==> src/rtl/instruction_fetch_unit.sv <==
// Instruction fetch unit: reads a 16-bit little-endian instruction word from
// byte-wide memory at the current PC in two byte reads. It pulses PCInc once
// per byte so the upstream register file steps the PC, and it assembles the
// two bytes into IR for the control unit.
module instruction_fetch_unit #(
   parameter logic [15:0] IR_RESET = 16'h0000
) (
   input  logic        Clock,
   input  logic        Reset,
   input  logic        Start,
   input  logic [15:0] Address,
   input  logic [7:0]  MemData,
   output logic        MemRead,
   output logic [15:0] MemAddr,
   output logic        PCInc,
   output logic [15:0] IR,
   output logic        Busy,
   output logic        Done
);

   localparam int unsigned BYTE_W = 8;
   localparam int unsigned WORD_W = 16;

   typedef enum logic [2:0] {
      IDLE   = 3'd0,
      RD_LO  = 3'd1,
      CAP_LO = 3'd2,
      CAP_HI = 3'd3,
      DONE   = 3'd4
   } state_e;

   state_e              state_q, state_d;
   logic [WORD_W-1:0]   ir_q, ir_d;
   logic                mem_read_q, mem_read_d;
   logic                pc_inc_q, pc_inc_d;
   logic                busy_q, busy_d;
   logic                done_q, done_d;

   // Next-state sequencing and byte capture into the instruction register
   always_comb begin
      state_d = state_q;
      ir_d    = ir_q;
      case (state_q)
         IDLE: begin
            if (Start) state_d = RD_LO;
         end
         RD_LO: begin
            state_d = CAP_LO;
         end
         CAP_LO: begin
            ir_d[BYTE_W-1:0] = MemData;
            state_d          = CAP_HI;
         end
         CAP_HI: begin
            ir_d[WORD_W-1:BYTE_W] = MemData;
            state_d               = DONE;
         end
         DONE: begin
            state_d = Start ? RD_LO : IDLE;
         end
         default: begin
            state_d = IDLE;
         end
      endcase
   end

   // Strobes decoded from the upcoming state so the flopped copies line up with it
   always_comb begin
      mem_read_d = 1'b0;
      pc_inc_d   = 1'b0;
      busy_d     = 1'b0;
      done_d     = 1'b0;
      case (state_d)
         RD_LO, CAP_LO: begin
            mem_read_d = 1'b1;
            pc_inc_d   = 1'b1;
            busy_d     = 1'b1;
         end
         CAP_HI: begin
            busy_d = 1'b1;
         end
         DONE: begin
            done_d = 1'b1;
         end
         default: begin
            mem_read_d = 1'b0;
         end
      endcase
   end

   // State, instruction register and output strobes with synchronous reset
   always_ff @(posedge Clock) begin
      if (!Reset) begin
         state_q    <= IDLE;
         ir_q       <= IR_RESET;
         mem_read_q <= 1'b0;
         pc_inc_q   <= 1'b0;
         busy_q     <= 1'b0;
         done_q     <= 1'b0;
      end else begin
         state_q    <= state_d;
         ir_q       <= ir_d;
         mem_read_q <= mem_read_d;
         pc_inc_q   <= pc_inc_d;
         busy_q     <= busy_d;
         done_q     <= done_d;
      end
   end

   // The PC already reflects the previous increment, so the address passes straight through
   assign MemAddr = mem_read_q ? Address : 16'h0000;
   assign MemRead = mem_read_q;
   assign PCInc   = pc_inc_q;
   assign IR      = ir_q;
   assign Busy    = busy_q;
   assign Done    = done_q;

endmodule

==> config.mk <==
export PLATFORM = sky130hd
export DESIGN_NAME = instruction_fetch_unit
export DESIGN_NICKNAME = d
export VERILOG_FILES = /design/src/rtl/instruction_fetch_unit.sv
export SDC_FILE = /design/constraint.sdc
export NUM_CORES = 1
export LEC_CHECK = 0
export BUFFER_PORTS_ARGS = -buffer_cell sky130_fd_sc_hd__buf_2
export CAP_MARGIN = 25
export CORE_MARGIN = 2
export CORE_UTILIZATION = 43
export DETAILED_ROUTE_END_ITERATION = 7
export PLACE_DENSITY_LB_ADDON = 0.2
export SLEW_MARGIN = 40
export SYNTH_ARGS = -nofsm -noshare
export SYNTH_HDL_FRONTEND = slang
export SYNTH_SLANG_ARGS = --single-unit
==> constraint.sdc <==
create_clock -name Clock -period 1.6 [get_ports Clock]
set_input_delay 0.16 -clock Clock [delete_from_list [all_inputs] [get_ports Clock]]
set_output_delay 0.16 -clock Clock [all_outputs]
set_load 0.01 [all_outputs]
# [Word level (Yosys, flattened, before mapping)]
# Index checks and enable logic that the tools add are counted.
# Widths: inputs -> output; s select.
[totals] reg_bits=22 input_bits=27 out_inout_bits=36 wordCells=24
[classes] n_eq_ne=8 n_mux=7 n_reduce_logical=3
[op_table] operator="$mux 16" n=1
[op_table] operator="$pmux 3 s5" n=1
[op_table] operator="$eq 3x2->1 const B" n=4
[op_table] operator="$eq 3x1->1 const B" n=2
[op_table] operator="$eq 3x3->1 const B" n=2
[op_table] operator="$mux 1" n=4
[op_table] operator="$logic_not 3->1" n=1
[op_table] operator="$mux 3" n=1
[op_table] operator="$reduce_or 3->1" n=1
[op_table] operator="$reduce_or 2->1" n=1

# [Logic depth before layout (Yosys ltp)]
[depth] depth_word=5 mapped_depth=4 ltp_nobuf=2

# [Worst setup path before layout]
# No wires, ideal clock.
[synth_path] path_type="register to output" start="register PCInc (netlist name)" end="output port MemAddr[10]" arrival_time_ns=0.833 required_ns=1.440 setup_slack_ns=0.607 path_stages_with_launch=3 n_path_buf=1 path_cell_list="dfxtp_1 -> clkbuf_1 -> and2_1"
[synth_rtl] item="to (decl)" line="14" text="output logic [15:0] MemAddr,"

==> reports/results.ini <==
[yosys]
syn_inst = 100
ys_warn_count = 0
synth-seq-area-share_pct = 47.00
ys_seq_elements = 22
synth_area_um2 = 937.1
synth_commonest_cells = nand2_1, dfxtp_1, and2_1, mux2i_1, nand2b_1
yosysMostFrequentCell = nand2_1
netlist.area_leader.share_pct = 47.00
syn_avg_cell_area_um2 = 9.371
synth_flop_cell = dfxtp_1
yosys.area.top_type = dfxtp_1
ys_types = 18
async_reset_ff_share_pct = 0
synth_area_leaders = dfxtp_1, mux2i_1, and2_1
synth_nets = 127
synth-edff-count = 0

[sta]
setup_viol = 0
fin_worst_skew_ps = 6.747
finalCritPeriodShare_pct = 83.39
finalHoldViolations = 0
hold_slack_ps = 113.7
rsz0062_at_grt = false
worst_slew_pin_slew_ps = 422.0
relSlewSlack_pct = 71.86
clock.fmax_mhz = 749.5
slew_viol_final = 0
fin_crit_ps = 1334
finalSetupTns_ps = 0

[cts]
cts_root_buf = clkbuf_4
cts_resized = 0
cts_tree = yes
path_clk_slew_ps = 120
cts_inserted_buffers = 3
clk_path_buf_depth = 2
post_cts_buffers = 0
cts_hold_buf = 0
clkSinkCount = 22
h-tree-depth = 1
clkLatencyLatePin_ps = 310

[critical_path]
endpoint_kind = output port
crit_path_cell_trace = and2_1 -> buf_2
crit_slowest_cell = dfxtp_1
crit_fanout = 18
path_class = reg -> out
cp_slowest_stage_delay_ps = 550
cp.required_ps = 1440
setup.worst_path.start = PCInc
arrival_ps = 1170
start_kind = flip-flop
r2r_start = state_q[2]

[floorplan]
core_area_um2 = 2002
die_h_um = 50.69
core.rowCount = 16
start_util_pct = 46.81
die_w_um = 50.69
die-area_um2 = 2569
pin_count = 63

[pwr]
p_int_uw = 870.1
p_total_uw = 1202
max-vdd-ir-drop_v = 0.0006674
p_per_area_nw_per_um2 = 930.7
p_leak_uw = 0.0007190
net-switching-power_uw = 331.7
seq_power_share_pct = 52.1
clock_power_share_pct = 25.0
comb_power_share_pct = 22.9
swShare_pct = 27.60

[routing]
met3_length_um = 267
drc_errors = 0
dr_wl_met2_um = 977
drt-met1-wl_um = 785
drtIter0Drc = 10
highest_layer = met4
vias = 889
vias_per_cell = 4.704
post_drt_wl_per_cell_um = 11.02
ant_nets = 0
first_pass_iters = 4
wl_um = 2083

[min_path]
hold_class = in -> reg
hold_start = MemData[0]

[global_routing]
grt_first_pass_wirelength_um = 3450
overflow = 0
grt_usage_pct = 17.78
grt_antenna_before_repair = 0
grt_max_degree = 27
grt_pass1_vias = 813

[placed_design]
io_buffers = 62
place_hpwl_um = 1610
place_congestion = 0.7118

[flow_run]
cap_viol_max_count = 0

[layout]
drive_above_1_share_pct = 43.21
multiInputGateArea_um2 = 444.2
syn_to_final_growth_pct = 37.78
nFillCells = 196
ff_latch_area_um2 = 440.4
diodes = 0
fin_nets = 190

[run_status]
status = finished, final reports clean

## power by group through the flow
stage / logic, uW / registers [uW] / clock network (uW)
2_1_floorplan: 158 / 647 / 0
3_3_place_gp: 273 / 635 / 0
3_5_place_dp: 277 / 639 / 0
4_1_cts: 279 / 626 / 313
5_1_grt: 305 / 635 / 330
6_report: 275 / 626 / 300
## registers in the layout, summed over array words and instances (netlist names)
signal / count
Busy: 1
Done: 1
IR: 16
PCInc: 1
state_q: 3
## per-layer routing
layer,up-vias,global-route usage [%]
met5,-,0
met1,386,17.74
li1,444,-
met4,0,9.910
met3,6,5.060
met2,53,32.68
## final timing paths
| path | endpoint | slack [ps] | cells after the start |
|---|---|---|---|
| hold reg to reg | IR[5] | 460 | 2 |
| hold / removal | IR[8] | 110 | 3 |
| setup / recovery | MemAddr[7] | 270 | 2 |
| setup reg to reg | IR[12] | 410 | 3 |
## critical path, delay by kind of cell, from the launching register on
family,cells,cell delay [ps]
buf+inv,1,130
simple gates,1,180
flops,1,550
## cells by family after synthesis
kind of cell / count (synthesis) / synth area share, %
AO/OA/AOI/OAI: 3 / 2.270
XOR/XNOR: 1 / 0.9348
buffers and inverters: 8 / 5.606
flip-flops: 22 / 47.00
multiplexers: 16 / 17.09
AND/OR/NAND/NOR: 50 / 27.10
## placed cells by master (no fill, tap or decap), drive strengths merged
cell	instances
nor3b	1
nand2b	5
nand2	24
dfxtp	22
mux2i	16
a21oi	1
xnor2	1
and2	16
buf	65
a211oi	1
nor2	2
inv	1
o32ai	1
nor3	1
nand3b	1
clkbuf	4
## metrics by stage
| stage | instances | setup WS (ps) | utilization (%) | cell area (um^2) |
|---|---|---|---|---|
| 2_1_floorplan | 100 | 607.1 | - | 937.1 |
| 3_3_place_gp | 185 | 511.2 | 62.69 | 1255 |
| 3_5_place_dp | 185 | 436.3 | 62.69 | 1255 |
| 4_1_cts | 189 | 228.8 | 64.50 | 1291 |
| 5_1_grt | 189 | 113.2 | 64.50 | 1291 |
| 6_report | 189 | 265.8 | 64.50 | 1291 |
## layout make-up
class / count / share of cell area (%)
Sequential cell: 22 / 34.11
Multi-Input combinational cell: 70 / 34.40
Clock buffer: 4 / 2.810
Tap cell: 27 / 2.616
Timing Repair Buffer: 65 / 25.78
Inverter: 1 / 0.2907
Note: power is estimated with default switching activity, not from simulation.
